## src/rtl/csm_pkg.sv

```systemverilog
// Shared types and defaults for the two-port locked shared memory.
// Op/status/owner encodings plus width defaults.
package csm_pkg;

  localparam int CSM_ADDR_W = 3;
  localparam int CSM_DATA_W = 8;
  localparam int CSM_CNT_W  = 16;

  typedef enum logic [1:0] {
    OP_READ  = 2'd0,
    OP_WRITE = 2'd1,
    OP_HOLD  = 2'd2,
    OP_RELSE = 2'd3
  } csm_op_t;

  typedef enum logic [1:0] {
    ERR_OK        = 2'd0,
    ERR_LOCKED    = 2'd1,
    ERR_NOT_OWNER = 2'd2,
    ERR_COLLIDE   = 2'd3
  } csm_err_t;

  typedef enum logic [1:0] {
    NONE  = 2'd0,
    OWN_A = 2'd1,
    OWN_B = 2'd2
  } csm_owner_t;

endpackage

```

## src/rtl/csm_if.sv

```systemverilog
// One request/response port of the shared memory.
// master: req/op/addr/wdata out, rsp/rdata/err in; slave: reverse.
interface csm_if
  import csm_pkg::*;
#(
  parameter int ADDR_W = CSM_ADDR_W,
  parameter int DATA_W = CSM_DATA_W
) ();

  logic              req;
  csm_op_t           op;
  logic [ADDR_W-1:0] addr;
  logic [DATA_W-1:0] wdata;
  logic              rsp;
  logic [DATA_W-1:0] rdata;
  csm_err_t          err;

  modport master (
    output req, op, addr, wdata,
    input  rsp, rdata, err
  );

  modport slave (
    input  req, op, addr, wdata,
    output rsp, rdata, err
  );

endinterface

```

## src/rtl/csm_lock_table.sv

```systemverilog
// Per-entry owner registers and held mask for both ports.
// Ins: decoded hold/release + addr per port, collide; outs: verdicts, held_mask.
module csm_lock_table
  import csm_pkg::*;
#(
  parameter int ADDR_W = CSM_ADDR_W
) (
  input  logic                 clk,
  input  logic                 reset_n,
  input  logic                 a_hold,
  input  logic                 a_rel,
  input  logic [ADDR_W-1:0]    a_addr,
  input  logic                 b_hold,
  input  logic                 b_rel,
  input  logic [ADDR_W-1:0]    b_addr,
  input  logic                 collide,
  output logic                 a_locked,
  output logic                 a_owned,
  output logic                 b_locked,
  output logic                 b_owned,
  output logic [2**ADDR_W-1:0] held_mask
);

  localparam int DEPTH = 2**ADDR_W;

  csm_owner_t owner_q [DEPTH];
  csm_owner_t owner_d [DEPTH];
  logic [DEPTH-1:0] held_q;
  logic [DEPTH-1:0] held_d;

  assign a_locked  = (owner_q[a_addr] == OWN_B);
  assign a_owned   = (owner_q[a_addr] == OWN_A);
  assign b_locked  = (owner_q[b_addr] == OWN_A);
  assign b_owned   = (owner_q[b_addr] == OWN_B);
  assign held_mask = held_q;

  always_comb begin
    owner_d = owner_q;
    held_d  = '0;
    unique case (1'b1)
      a_hold && !a_locked: owner_d[a_addr] = OWN_A;
      a_rel && a_owned:    owner_d[a_addr] = NONE;
      default: ;
    endcase
    // B loses every same-address conflict, so it never touches the table then.
    if (!collide) begin
      unique case (1'b1)
        b_hold && !b_locked: owner_d[b_addr] = OWN_B;
        b_rel && b_owned:    owner_d[b_addr] = NONE;
        default: ;
      endcase
    end
    for (int i = 0; i < DEPTH; i++) begin
      held_d[i] = (owner_d[i] != NONE);
    end
  end

  always_ff @(posedge clk or negedge reset_n) begin
    if (!reset_n) begin
      for (int i = 0; i < DEPTH; i++) begin
        owner_q[i] <= NONE;
      end
      held_q <= '0;
    end else begin
      owner_q <= owner_d;
      held_q  <= held_d;
    end
  end

endmodule

```

## src/rtl/csm_core.sv

```systemverilog
// Two-port shared memory with hold/release locking and one-cycle responses.
// Ports: clk, reset_n, a_if/b_if (slave), a/b_err_cnt, held_mask.
module csm_core
  import csm_pkg::*;
#(
  parameter int ADDR_W = CSM_ADDR_W,
  parameter int DATA_W = CSM_DATA_W,
  parameter int CNT_W  = CSM_CNT_W
) (
  input  logic                 clk,
  input  logic                 reset_n,
  csm_if.slave                 a_if,
  csm_if.slave                 b_if,
  output logic [CNT_W-1:0]     a_err_cnt,
  output logic [CNT_W-1:0]     b_err_cnt,
  output logic [2**ADDR_W-1:0] held_mask
);

  localparam int DEPTH = 2**ADDR_W;

  typedef struct packed {
    csm_err_t          err;
    logic [DATA_W-1:0] rdata;
    logic              wr;
  } res_t;

  function automatic res_t eval(
    input csm_op_t           op,
    input logic              locked,
    input logic              owned,
    input logic [DATA_W-1:0] cur
  );
    res_t r;
    r.err   = ERR_OK;
    r.rdata = '0;
    r.wr    = 1'b0;
    unique case (op)
      OP_READ:  if (locked) r.err = ERR_LOCKED;
                else r.rdata = cur;
      OP_WRITE: if (locked) r.err = ERR_LOCKED;
                else r.wr = 1'b1;
      OP_HOLD:  if (locked) r.err = ERR_LOCKED;
      OP_RELSE: if (!owned) r.err = ERR_NOT_OWNER;
    endcase
    return r;
  endfunction

  logic [DATA_W-1:0] mem_q [DEPTH];
  logic [DATA_W-1:0] mem_d [DEPTH];

  logic              a_rsp_q, a_rsp_d;
  logic [DATA_W-1:0] a_rdata_q, a_rdata_d;
  csm_err_t          a_err_q, a_err_d;
  logic              b_rsp_q, b_rsp_d;
  logic [DATA_W-1:0] b_rdata_q, b_rdata_d;
  csm_err_t          b_err_q, b_err_d;
  logic [CNT_W-1:0]  a_cnt_q, a_cnt_d;
  logic [CNT_W-1:0]  b_cnt_q, b_cnt_d;

  logic a_locked, a_owned, b_locked, b_owned;
  logic collide;
  res_t a_res, b_res;

  // Two reads of one entry are harmless; anything else there goes to A only.
  assign collide = a_if.req && b_if.req
                && (a_if.addr == b_if.addr)
                && !(a_if.op == OP_READ && b_if.op == OP_READ);

  csm_lock_table #(.ADDR_W(ADDR_W)) u_lock (
    .clk       (clk),
    .reset_n   (reset_n),
    .a_hold    (a_if.req && a_if.op == OP_HOLD),
    .a_rel     (a_if.req && a_if.op == OP_RELSE),
    .a_addr    (a_if.addr),
    .b_hold    (b_if.req && b_if.op == OP_HOLD),
    .b_rel     (b_if.req && b_if.op == OP_RELSE),
    .b_addr    (b_if.addr),
    .collide   (collide),
    .a_locked  (a_locked),
    .a_owned   (a_owned),
    .b_locked  (b_locked),
    .b_owned   (b_owned),
    .held_mask (held_mask)
  );

  always_comb begin
    a_res = eval(a_if.op, a_locked, a_owned, mem_q[a_if.addr]);
    b_res = eval(b_if.op, b_locked, b_owned, mem_q[b_if.addr]);
    if (collide) begin
      b_res.err   = ERR_COLLIDE;
      b_res.rdata = '0;
      b_res.wr    = 1'b0;
    end

    a_rsp_d   = a_if.req;
    a_rdata_d = a_if.req ? a_res.rdata : '0;
    a_err_d   = a_if.req ? a_res.err : ERR_OK;
    b_rsp_d   = b_if.req;
    b_rdata_d = b_if.req ? b_res.rdata : '0;
    b_err_d   = b_if.req ? b_res.err : ERR_OK;

    mem_d = mem_q;
    if (a_if.req && a_res.wr) mem_d[a_if.addr] = a_if.wdata;
    if (b_if.req && b_res.wr) mem_d[b_if.addr] = b_if.wdata;

    a_cnt_d = a_cnt_q;
    if (a_rsp_d && a_err_d != ERR_OK && a_cnt_q != '1) begin
      a_cnt_d = a_cnt_q + CNT_W'(1);
    end
    b_cnt_d = b_cnt_q;
    if (b_rsp_d && b_err_d != ERR_OK && b_cnt_q != '1) begin
      b_cnt_d = b_cnt_q + CNT_W'(1);
    end
  end

  always_ff @(posedge clk or negedge reset_n) begin
    if (!reset_n) begin
      for (int i = 0; i < DEPTH; i++) begin
        mem_q[i] <= '0;
      end
      a_rsp_q   <= 1'b0;
      a_rdata_q <= '0;
      a_err_q   <= ERR_OK;
      b_rsp_q   <= 1'b0;
      b_rdata_q <= '0;
      b_err_q   <= ERR_OK;
      a_cnt_q   <= '0;
      b_cnt_q   <= '0;
    end else begin
      mem_q     <= mem_d;
      a_rsp_q   <= a_rsp_d;
      a_rdata_q <= a_rdata_d;
      a_err_q   <= a_err_d;
      b_rsp_q   <= b_rsp_d;
      b_rdata_q <= b_rdata_d;
      b_err_q   <= b_err_d;
      a_cnt_q   <= a_cnt_d;
      b_cnt_q   <= b_cnt_d;
    end
  end

  assign a_if.rsp   = a_rsp_q;
  assign a_if.rdata = a_rdata_q;
  assign a_if.err   = a_err_q;
  assign b_if.rsp   = b_rsp_q;
  assign b_if.rdata = b_rdata_q;
  assign b_if.err   = b_err_q;
  assign a_err_cnt  = a_cnt_q;
  assign b_err_cnt  = b_cnt_q;

endmodule

```

## src/flat_wrapper.sv

```systemverilog
// flat-port wrapper written by rule: the top's interface ports become plain ports
module csm_core_flat import csm_pkg::*;
#(
  parameter int ADDR_W = CSM_ADDR_W,
  parameter int DATA_W = CSM_DATA_W,
  parameter int CNT_W  = CSM_CNT_W
)
  (clk, reset_n, a_err_cnt, b_err_cnt, held_mask, a_if_req, a_if_op, a_if_addr, a_if_wdata, a_if_rsp, a_if_rdata, a_if_err, b_if_req, b_if_op, b_if_addr, b_if_wdata, b_if_rsp, b_if_rdata, b_if_err);
  csm_if #(.ADDR_W(ADDR_W), .DATA_W(DATA_W)) a_if_i ();
  csm_if #(.ADDR_W(ADDR_W), .DATA_W(DATA_W)) b_if_i ();
  input  logic clk;
  input  logic reset_n;
  output logic [CNT_W-1:0] a_err_cnt;
  output logic [CNT_W-1:0] b_err_cnt;
  output logic [2**ADDR_W-1:0] held_mask;
  input wire logic [$bits(a_if_i.req)-1:0] a_if_req;
  input wire logic [$bits(a_if_i.op)-1:0] a_if_op;
  input wire logic [$bits(a_if_i.addr)-1:0] a_if_addr;
  input wire logic [$bits(a_if_i.wdata)-1:0] a_if_wdata;
  output wire logic [$bits(a_if_i.rsp)-1:0] a_if_rsp;
  output wire logic [$bits(a_if_i.rdata)-1:0] a_if_rdata;
  output wire logic [$bits(a_if_i.err)-1:0] a_if_err;
  input wire logic [$bits(b_if_i.req)-1:0] b_if_req;
  input wire logic [$bits(b_if_i.op)-1:0] b_if_op;
  input wire logic [$bits(b_if_i.addr)-1:0] b_if_addr;
  input wire logic [$bits(b_if_i.wdata)-1:0] b_if_wdata;
  output wire logic [$bits(b_if_i.rsp)-1:0] b_if_rsp;
  output wire logic [$bits(b_if_i.rdata)-1:0] b_if_rdata;
  output wire logic [$bits(b_if_i.err)-1:0] b_if_err;
  assign a_if_i.req = a_if_req;
  assign a_if_i.op = a_if_op;
  assign a_if_i.addr = a_if_addr;
  assign a_if_i.wdata = a_if_wdata;
  assign a_if_rsp = a_if_i.rsp;
  assign a_if_rdata = a_if_i.rdata;
  assign a_if_err = a_if_i.err;
  assign b_if_i.req = b_if_req;
  assign b_if_i.op = b_if_op;
  assign b_if_i.addr = b_if_addr;
  assign b_if_i.wdata = b_if_wdata;
  assign b_if_rsp = b_if_i.rsp;
  assign b_if_rdata = b_if_i.rdata;
  assign b_if_err = b_if_i.err;
  csm_core #(.ADDR_W(ADDR_W), .DATA_W(DATA_W), .CNT_W(CNT_W)) u_core (.clk(clk), .reset_n(reset_n), .a_if(a_if_i), .b_if(b_if_i), .a_err_cnt(a_err_cnt), .b_err_cnt(b_err_cnt), .held_mask(held_mask));
endmodule
```

## config.mk

```make
export PLATFORM = sky130hd
export DESIGN_NAME = csm_core_flat
export DESIGN_NICKNAME = d
export VERILOG_FILES = /design/src/rtl/csm_pkg.sv /design/src/rtl/csm_if.sv /design/src/rtl/csm_lock_table.sv /design/src/rtl/csm_core.sv /design/src/flat_wrapper.sv
export SDC_FILE = /design/constraint.sdc
export NUM_CORES = 1
export LEC_CHECK = 0
export CORE_UTILIZATION = 50
export CTS_BUF_LIST = sky130_fd_sc_hd__clkbuf_16
export DETAILED_ROUTE_END_ITERATION = 12
export GPL_TIMING_DRIVEN = 0
export PLACE_DENSITY_LB_ADDON = 0.08
export SLEW_MARGIN = 20
export SYNTH_ARGS = -nofsm -noshare
export SYNTH_HDL_FRONTEND = slang
export SYNTH_SLANG_ARGS = --single-unit
```

## constraint.sdc

```tcl
create_clock -name clk -period 3.2 [get_ports clk]
set_clock_uncertainty 0.1 [all_clocks]
set_input_delay 0.32 -clock clk [delete_from_list [all_inputs] [get_ports clk]]
set_output_delay 0.32 -clock clk [all_outputs]
set_load 0.01 [all_outputs]
```

# After elaboration in Yosys (flattened, before gate mapping)
# Index checks and enable logic that the tools add are counted.
[totals]
register_bits = 142
latch_bits = 0
ram_bits = 0
mem_bits_ro = 0
input_bits = 30
output_inout_bits = 62
memories = 0
[op_classes]
add_sub_neg = 2
multipliers = 0
div_mod_pow = 0
magnitude_cmp = 4
eq_ne = 13
shift = 0
muxes = 46
bitwise = 12
reduce_logical = 37
[op_table]
columns = ["operator", "count"]
rows = [
  ["$bwmux W64", 2],
  ["$mux W64", 2],
  ["$mux W8", 12],
  ["$pmux W16 S2", 2],
  ["$bmux W8 S3", 2],
  ["$demux W8 S3", 2],
  ["$add A16 B1 Y16 const B", 2],
  ["$and A16 B16 Y16", 2],
  ["$ne A16 B16 Y1 const B", 2],
  ["$not A16 Y16", 2],
  ["$logic_and A1 B1 Y1", 20],
  ["$mux W2", 10],
  ["$reduce_bool A2 Y1", 10],
  ["$and A8 B8 Y8", 2],
  ["$mux W16", 1],
  ["$not A8 Y8", 2],
  ["$or A8 B8 Y8", 2],
  ["$bmux W2 S3", 2],
  ["$demux W2 S3", 2],
  ["$eq A2 B2 Y1 const B", 6],
  ["$mux W11", 1],
  ["$eq A2 B1 Y1 const B", 4],
  ["$ge A4 B4 Y1 const B", 2],
  ["$lt A4 B1 Y1 const B", 2],
  ["7 further kinds", 18],
]

# Logic depth before layout (Yosys ltp)
# Gate-level depths: netlist of the first run.
[logic_depth]
ltp_word = 12
ltp_mapped = 10

# Cells and area by module
# Synthesis of the first run repeated with hierarchy kept, for this count alone.
[hier_totals]
hier_cells = 760
hier_area_um2 = 8279.2
[modules_own_cells]
columns = ["module", "instances", "cells_each", "area_per_inst_um2", "seq_area_each_um2"]
rows = [
  ["csm_core", 1, 568, 6508.7, 2952.8],
  ["csm_lock_table", 1, 192, 1770.4, 600.6],
]

# Worst setup path after synthesis of the first run
# OpenSTA, ideal clock, no wires.
[synth_timing]
path_kind = "input -> register"
from = "input a_if_addr[1]"
to = "register u_core.mem_q[56] in the netlist's numbering"
arrival_time_ns = 2.421
setup_slack_ns = 0.555
stages = 7
n_path_buf = 1
path_cell_list = "buf_6 > mux4_2 > a221oi_2 > nor2_1 > nor3_2 > mux2_2 > mux2_2"
[synth_rtl]
columns = ["item", "line", "source"]
rows = [
  ["from (decl)", "flat_wrapper.sv:18", "input wire logic [$bits(a_if_i.addr)-1:0] a_if_addr;"],
  ["to (signal assigned)", "csm_core.sv:130", "mem_q <= mem_d;"],
  ["to (decl)", "csm_core.sv:48", "logic [DATA_W-1:0] mem_q [DEPTH];"],
]

==> flow_summary_export.csv, run 1 <==
group,metric,value,unit
cts,cts_buffers,17,
synthesis,synthFlopType,"dfrtp_1",
setup_path,critical_path.startpoint_type,"flop",
global_routing,grt_max_degree,86,
sta,slew_headroom,0.189,
setup_path,required,3410,ps
power,power,6.16,mW
synthesis,syn_avg_cell_area,11.1,µm²
die,dieHeight,129,µm
synthesis,seq_area_frac_synth,0.441,
global_routing,grt_pass1_vias,6752,
setup_path,arrival,3440,ps
placement,port-buffer-count,87,
layout,diodes,0,
global_routing,overflow,0,
synthesis,synth_compound_area_frac,0.117,
cts,clock_path_buffers,2,
setup_path,crit_type,"flop to flop",
sta,tightest_slew,1210,ps
synthesis,synthAdderAreaFrac,0.00310,
sta,rsz0062_at_grt,"yes",
die,die-area,16600,µm²
global_routing,grt_pass1_wl,38400,µm
placement,place_hpwl,16700,µm
synthesis,synth_top_family_by_area,"multiplexers",
power,leakage,3.93,nW
sta,holdWs,320,ps
worst_hold_path,worstHoldPathType,"input port to asynchronous set/reset pin",
die,ios,92,
routing,wl_per_cell,23.5,µm
die,core.rowCount,46,
layout,multiInputGateArea,4350,µm²
sta,period_needed,3230,ps
global_routing,grt.total_usage,0.314,
cts,clkSlewWorstSetupHoldPaths,60,ps
synthesis,synth-async-reset-ratio,1.00,
synthesis,synth_edf_count,0,
placement,place_inst,1028,
layout,register_area,3550,µm²
setup_path,endpoint_kind,"flop",
die,initial_utilization,0.509,
sta,timing.final.max_slew_violations,0,
synthesis,ys_types,65,
routing,first_pass_iters,5,
flow_run,maxCapViolCount,0,
placement,routabilityCongestion,0.940,
power,p_per_area,625,nW/µm²
status,failed_checks,"negative setup slack",
routing,num_vias,6894,
cts,clock-sinks,142,
setup_path,worstPathMaxFanout,8,
setup_path,critPathBufInv,0,
status,status,"finished, violations left",
sta,finalHoldViolations,0,
routing,drc_errors,0,
sta,final.setup.tns,-235,ps
synthesis,synth_cells,724,
synthesis,synth-simple-area-share,0.152,
global_routing,antenna_found_initial,0,
die,die_x,129,µm
cts,cts_tree,"built",
synthesis,syn_nets,756,
placement,place_area,9240,µm²
synthesis,synth-seq-cells,142,
sta,fmax,309,MHz
sta,setup_viol,15,
setup_path,slowest_delay,890,ps
routing,ant_nets,0,
cts,root_buffer,"clkbuf_16",
setup_path,critPathSlowestCell,"nor3_2",
layout,design_area,9860,µm²
setup_path,cp_common_cell,"mux2_2",
synthesis,yosys.area_share.xor_xnor,0.0337,
routing,vias_per_cell,6.49,
die,coreArea,15800,µm²
layout,stdcell_count,1063,
cts,cts.htree.levels,4,
layout,drive_gt1_frac,0.242,
routing,wl,25000,µm
layout,fillers,1273,
setup_path,crit_family,"multiplexers",
routing,dr.first_iter.drc_count,660,
synthesis,yosysWarnings,0,
cts,clock_latency,430,ps
power,ir_drop,0.385,mV
sta,post-route-period-util,1.01,
layout,fin_nets,867,
synthesis,synth_mux_area_frac,0.227,
setup_path,crit_chain,"mux4_2 > a221oi_2 > nor2_1 > nor3_2 > mux2_2 > mux2_2",
sta,setup_slack,-32.3,ps
layout,syn_to_final_growth,22.3,%
synthesis,syn_area,8060,µm²
area by class of cell:
class                      instances  area share
multi-input combinational        535       0.441
sequential                       142       0.360
timing repair buffer              93      0.0970
clock buffer                      17      0.0432
tap                              216      0.0274
buffer                            40      0.0193
clock inverter                    14     0.00927
inverter                           6     0.00228
sequential cells by signal, summed over array words and instances, names as in the netlist:
signal                   cells
u_core.b_if.rsp              1
u_core.mem_q                64
u_core.a_err_cnt            16
u_core.a_if.rdata            8
u_core.a_if.err              2
u_core.b_err_cnt            16
u_core.b_if.rdata            8
u_core.b_if.err              2
u_core.a_if.rsp              1
u_core.u_lock.owner_q       16
u_core.u_lock.held_mask      8
worst paths after layout:
kind	startpoint	endpoint	slack, ps	cells past startpoint
max in group asynchronous	reset_n	u_core.mem_q[28]	1900	3
setup / recovery	u_core.u_lock.owner_q[3]	u_core.mem_q[41]	-30	6
setup reg to reg	u_core.u_lock.owner_q[3]	u_core.mem_q[41]	-30	6
hold reg to reg	u_core.a_err_cnt[11]	u_core.a_err_cnt[11]	390	1
hold / removal	reset_n	u_core.u_lock.owner_q[14]	320	2
min in group clk	b_if_addr[0]	u_core.u_lock.owner_q[0]	380	3
power by group:
group / internal (mW) / total (mW) / switching (mW)
Sequential: 2.21 / 2.60 / 0.385
Clock: 1.03 / 1.77 / 0.739
Combinational: 0.952 / 1.79 / 0.836
logic make-up after synthesis:
kind of cell	count (synthesis)
mux	156
fa+ha+maj	2
buf+inv	47
xor+xnor	31
compound gates	133
flops	142
simple gates	213
cell usage in the layout (no fill, tap or decap), types with 5 or more instances in the layout:
master / n
a211oi_1: 7
a21oi_1: 25
and2_1: 6
and3_1: 8
buf_2: 8
buf_4: 9
clkbuf_1: 22
clkbuf_16: 17
clkdlybuf4s50_1: 86
dfrtp_1: 142
inv_1: 11
mux2_2: 124
mux2i_1: 23
mux4_2: 9
nand2_1: 36
nand2b_1: 15
nand3_1: 16
nand4_1: 18
nor2_1: 28
nor2b_1: 11
nor3_1: 27
nor4_1: 5
nor4_2: 9
o21ai_0: 13
o221ai_1: 14
o22a_1: 10
o22ai_1: 34
xnor2_1: 15
xor2_1: 16
cells in the mapped netlist (all sizes together) (10+ instances only):
library cell | count | share of area
nor3 | 32 | 0.023
buf | 18 | 0.013
a21oi | 25 | 0.016
mux2i | 23 | 0.029
dfrtp | 142 | 0.44
o22ai | 35 | 0.028
xnor2 | 15 | 0.016
nor2b | 11 | 0.0085
o21ai | 13 | 0.0081
nand3 | 16 | 0.0099
o221ai | 14 | 0.015
nor4 | 14 | 0.017
a211oi | 11 | 0.013
o22a | 10 | 0.011
mux2 | 124 | 0.17
clkbuf | 23 | 0.011
xor2 | 16 | 0.017
nand2b | 15 | 0.012
nand2 | 36 | 0.017
nand4 | 19 | 0.016
nor2 | 30 | 0.014
layer usage:
| metal | vias to the layer above | track usage | part of all wire |
|---|---|---|---|
| li1 | 2980 | - | - |
| met1 | 3498 | 0.409 | 0.41 |
| met2 | 340 | 0.496 | 0.48 |
| met3 | 76 | 0.0694 | 0.070 |
| met4 | 0 | 0.158 | 0.039 |
| met5 | - | 0 | 0 |
per-stage QoR:
step                      setup WS (ps)  utilization
after detailed placement           -898        0.584
after global placement            -3950        0.581
after CTS                          7.83        0.621
after floorplan                     555            -
final                             -32.3        0.623
after global routing              -63.7        0.623
repair_timing:
action / in CTS / in global routing
gates resized for setup: 7 / 1
setup buffers: 2 / 2
setup endpoints to repair: 18 / 39
endpoints found under the hold margin: 57 / 0
pin swaps: 1 / 1
hold buffers: 1 / 0
No activity file was read; power rests on OpenSTA's default activity.
==> inputs of run 2 (changes only) <==
==> constraint.sdc (replaced) <==
create_clock -name clk -period 2.9 [get_ports clk]
set_clock_uncertainty 0.1 [all_clocks]
set_input_delay 0.29 -clock clk [delete_from_list [all_inputs] [get_ports clk]]
set_output_delay 0.29 -clock clk [all_outputs]
set_load 0.01 [all_outputs]
==> run 2 against run 1 <==
The flow now finishes without violations. Power grew 11%. Non-clock buffer count increased by 11. Worst setup slack better by 63 ps. Register-to-register slack better by 60 ps. Flip-flop and latch count did not move. Critical path type unchanged. Largest power group unchanged.
==> flow_summary_export.csv, run 2 (synthesis results as in run 1) <==
group,metric,value,unit
global_routing,antenna_found_initial,0,
layout,largest_reg_flops,64,
die,die-area,16600,µm²
routing,ant_nets,0,
die,initial_utilization,0.509,
power,p_per_area,681,nW/µm²
worst_hold_path,worstHoldPathType,"input port to flop",
routing,drc_errors,0,
power,leakage,4.02,nW
routing,vias_per_cell,6.45,
sta,finalHoldViolations,0,
cts,cts.htree.levels,4,
routing,num_vias,6929,
setup_path,endpoint_kind,"flop",
layout,stdcell_count,1074,
cts,clock_latency,420,ps
layout,utilization,0.635,
cts,clock_path_buffers,2,
sta,holdWs,35.5,ps
cts,cts_tree,"built",
layout,drive_gt1_frac,0.258,
global_routing,grt_pass1_wl,38800,µm
setup_path,critical_path.startpoint_type,"flop",
die,die_x,129,µm
global_routing,overflow,0,
sta,tightest_slew,958,ps
routing,dr.first_iter.drc_count,606,
die,coreArea,15800,µm²
cts,cts_buffers,17,
placement,port-buffer-count,87,
layout,fin_nets,878,
setup_path,crit_type,"flop to flop",
cts,root_buffer,"clkbuf_16",
setup_path,r2r_start,"u_core.u_lock.owner_q[3]",
layout,top_register,"u_core.mem_q",
status,status,"completed",
worst_hold_path,hold_start,"a_if_req",
power,power,6.84,mW
cts,clock-sinks,142,
routing,wl_per_cell,23.5,µm
layout,mostFrequentLayoutCells,"dfrtp_1 (142), mux2_2 (124), clkdlybuf4s50_1 (83)",
setup_path,r2r_slack,30,ps
sta,fmax,349,MHz
sta,period_needed,2870,ps
sta,setup_viol,0,
placement,place_hpwl,16700,µm
setup_path,worstPathMaxFanout,8,
flow_run,maxCapViolCount,0,
global_routing,grt.total_usage,0.317,
die,core.rowCount,46,
setup_path,arrival,3070,ps
layout,final_common_cell,"dfrtp_1",
setup_path,required,3100,ps
setup_path,startpoint,"u_core.u_lock.owner_q[3]",
placement,place_inst,1028,
cts,clkSlewWorstSetupHoldPaths,60,ps
layout,diodes,0,
sta,timing.final.max_slew_violations,0,
sta,post-route-period-util,0.989,
layout,syn_to_final_growth,24.7,%
power,ir_drop,0.430,mV
routing,first_pass_iters,7,
die,ios,92,
global_routing,grt_max_degree,86,
routing,wl,25200,µm
placement,routabilityCongestion,0.940,
sta,slew_headroom,0.361,
global_routing,grt_pass1_vias,6839,
die,dieHeight,129,µm
## run 2: cell count changes in the layout (fill, tap and decap cells not counted), moves of 2 or more
cell,previous run,this run
a211oi_2,3,0
a211oi_4,1,4
a31oi_1,4,2
a31oi_2,0,2
buf_12,1,3
buf_4,9,20
clkbuf_1,22,20
clkdlybuf4s50_1,86,83
dlygate4sd2_1,0,2
nor3_2,3,0
nor3_4,2,5
## run 2: metal layers
metal,up-vias,wire [µm],track usage
met5,-,0,0
met4,0,1010,0.157
met3,76,1850,0.0699
met2,372,12000,0.500
met1,3487,10400,0.414
li1,2994,-,-
## run 2: metrics by stage
stage,setup TNS (ps),setup WS (ps),cell area [µm²]
3_5_place_dp,-64780,-1170,9240
4_1_cts,0,24.0,9960
2_1_floorplan,0,285,8060
3_3_place_gp,-656200,-4220,9200
6_report,0,31.0,10100
5_1_grt,-15.5,-8.57,10100
## run 2: area by class of cell
class	instances	area, µm²
plain buffers	38	185
clock buffers	17	425
clock inverters	14	91.3
fillers	1252	5770
inverters	6	22.5
multi-input cells	535	4430
flip-flops and latches	142	3550
well taps	216	270
repair buffers	106	1080
## run 2: timing repair
item,in CTS,in global routing
buffers inserted,15,2
pin swaps,3,3
endpoints found under the setup margin,69,63
gates cloned,0,0
endpoints found under the hold margin,57,0
hold buffers,1,0
resized for setup,15,8
## run 2: report_power, final
part	leakage, nW	internal (mW)	switching, mW	total, mW
clock	0.275	1.14	0.808	1.95
combinational	1.96	1.07	0.956	2.02
sequential	1.79	2.44	0.425	2.87
total	4.02	4.65	2.19	6.84
## run 2: worst max-delay path, cell delays in order (launching register included)
cell and delay, ps:
dfrtp_1 420, mux4_2 540, a221oi_4 280, o22ai_4 170, or4b_1 540, buf_2 260
nor4_2 410
## run 2: worst paths after layout
path,endpoint,cells past startpoint
worst max-delay path,u_core.a_if.rdata[0],6
worst min-delay path,u_core.a_if.rsp,1
worst max register to register,u_core.a_if.rdata[0],6
worst min register to register,u_core.a_err_cnt[11],1
max in group asynchronous,u_core.mem_q[16],3
min in group asynchronous,u_core.u_lock.owner_q[14],2
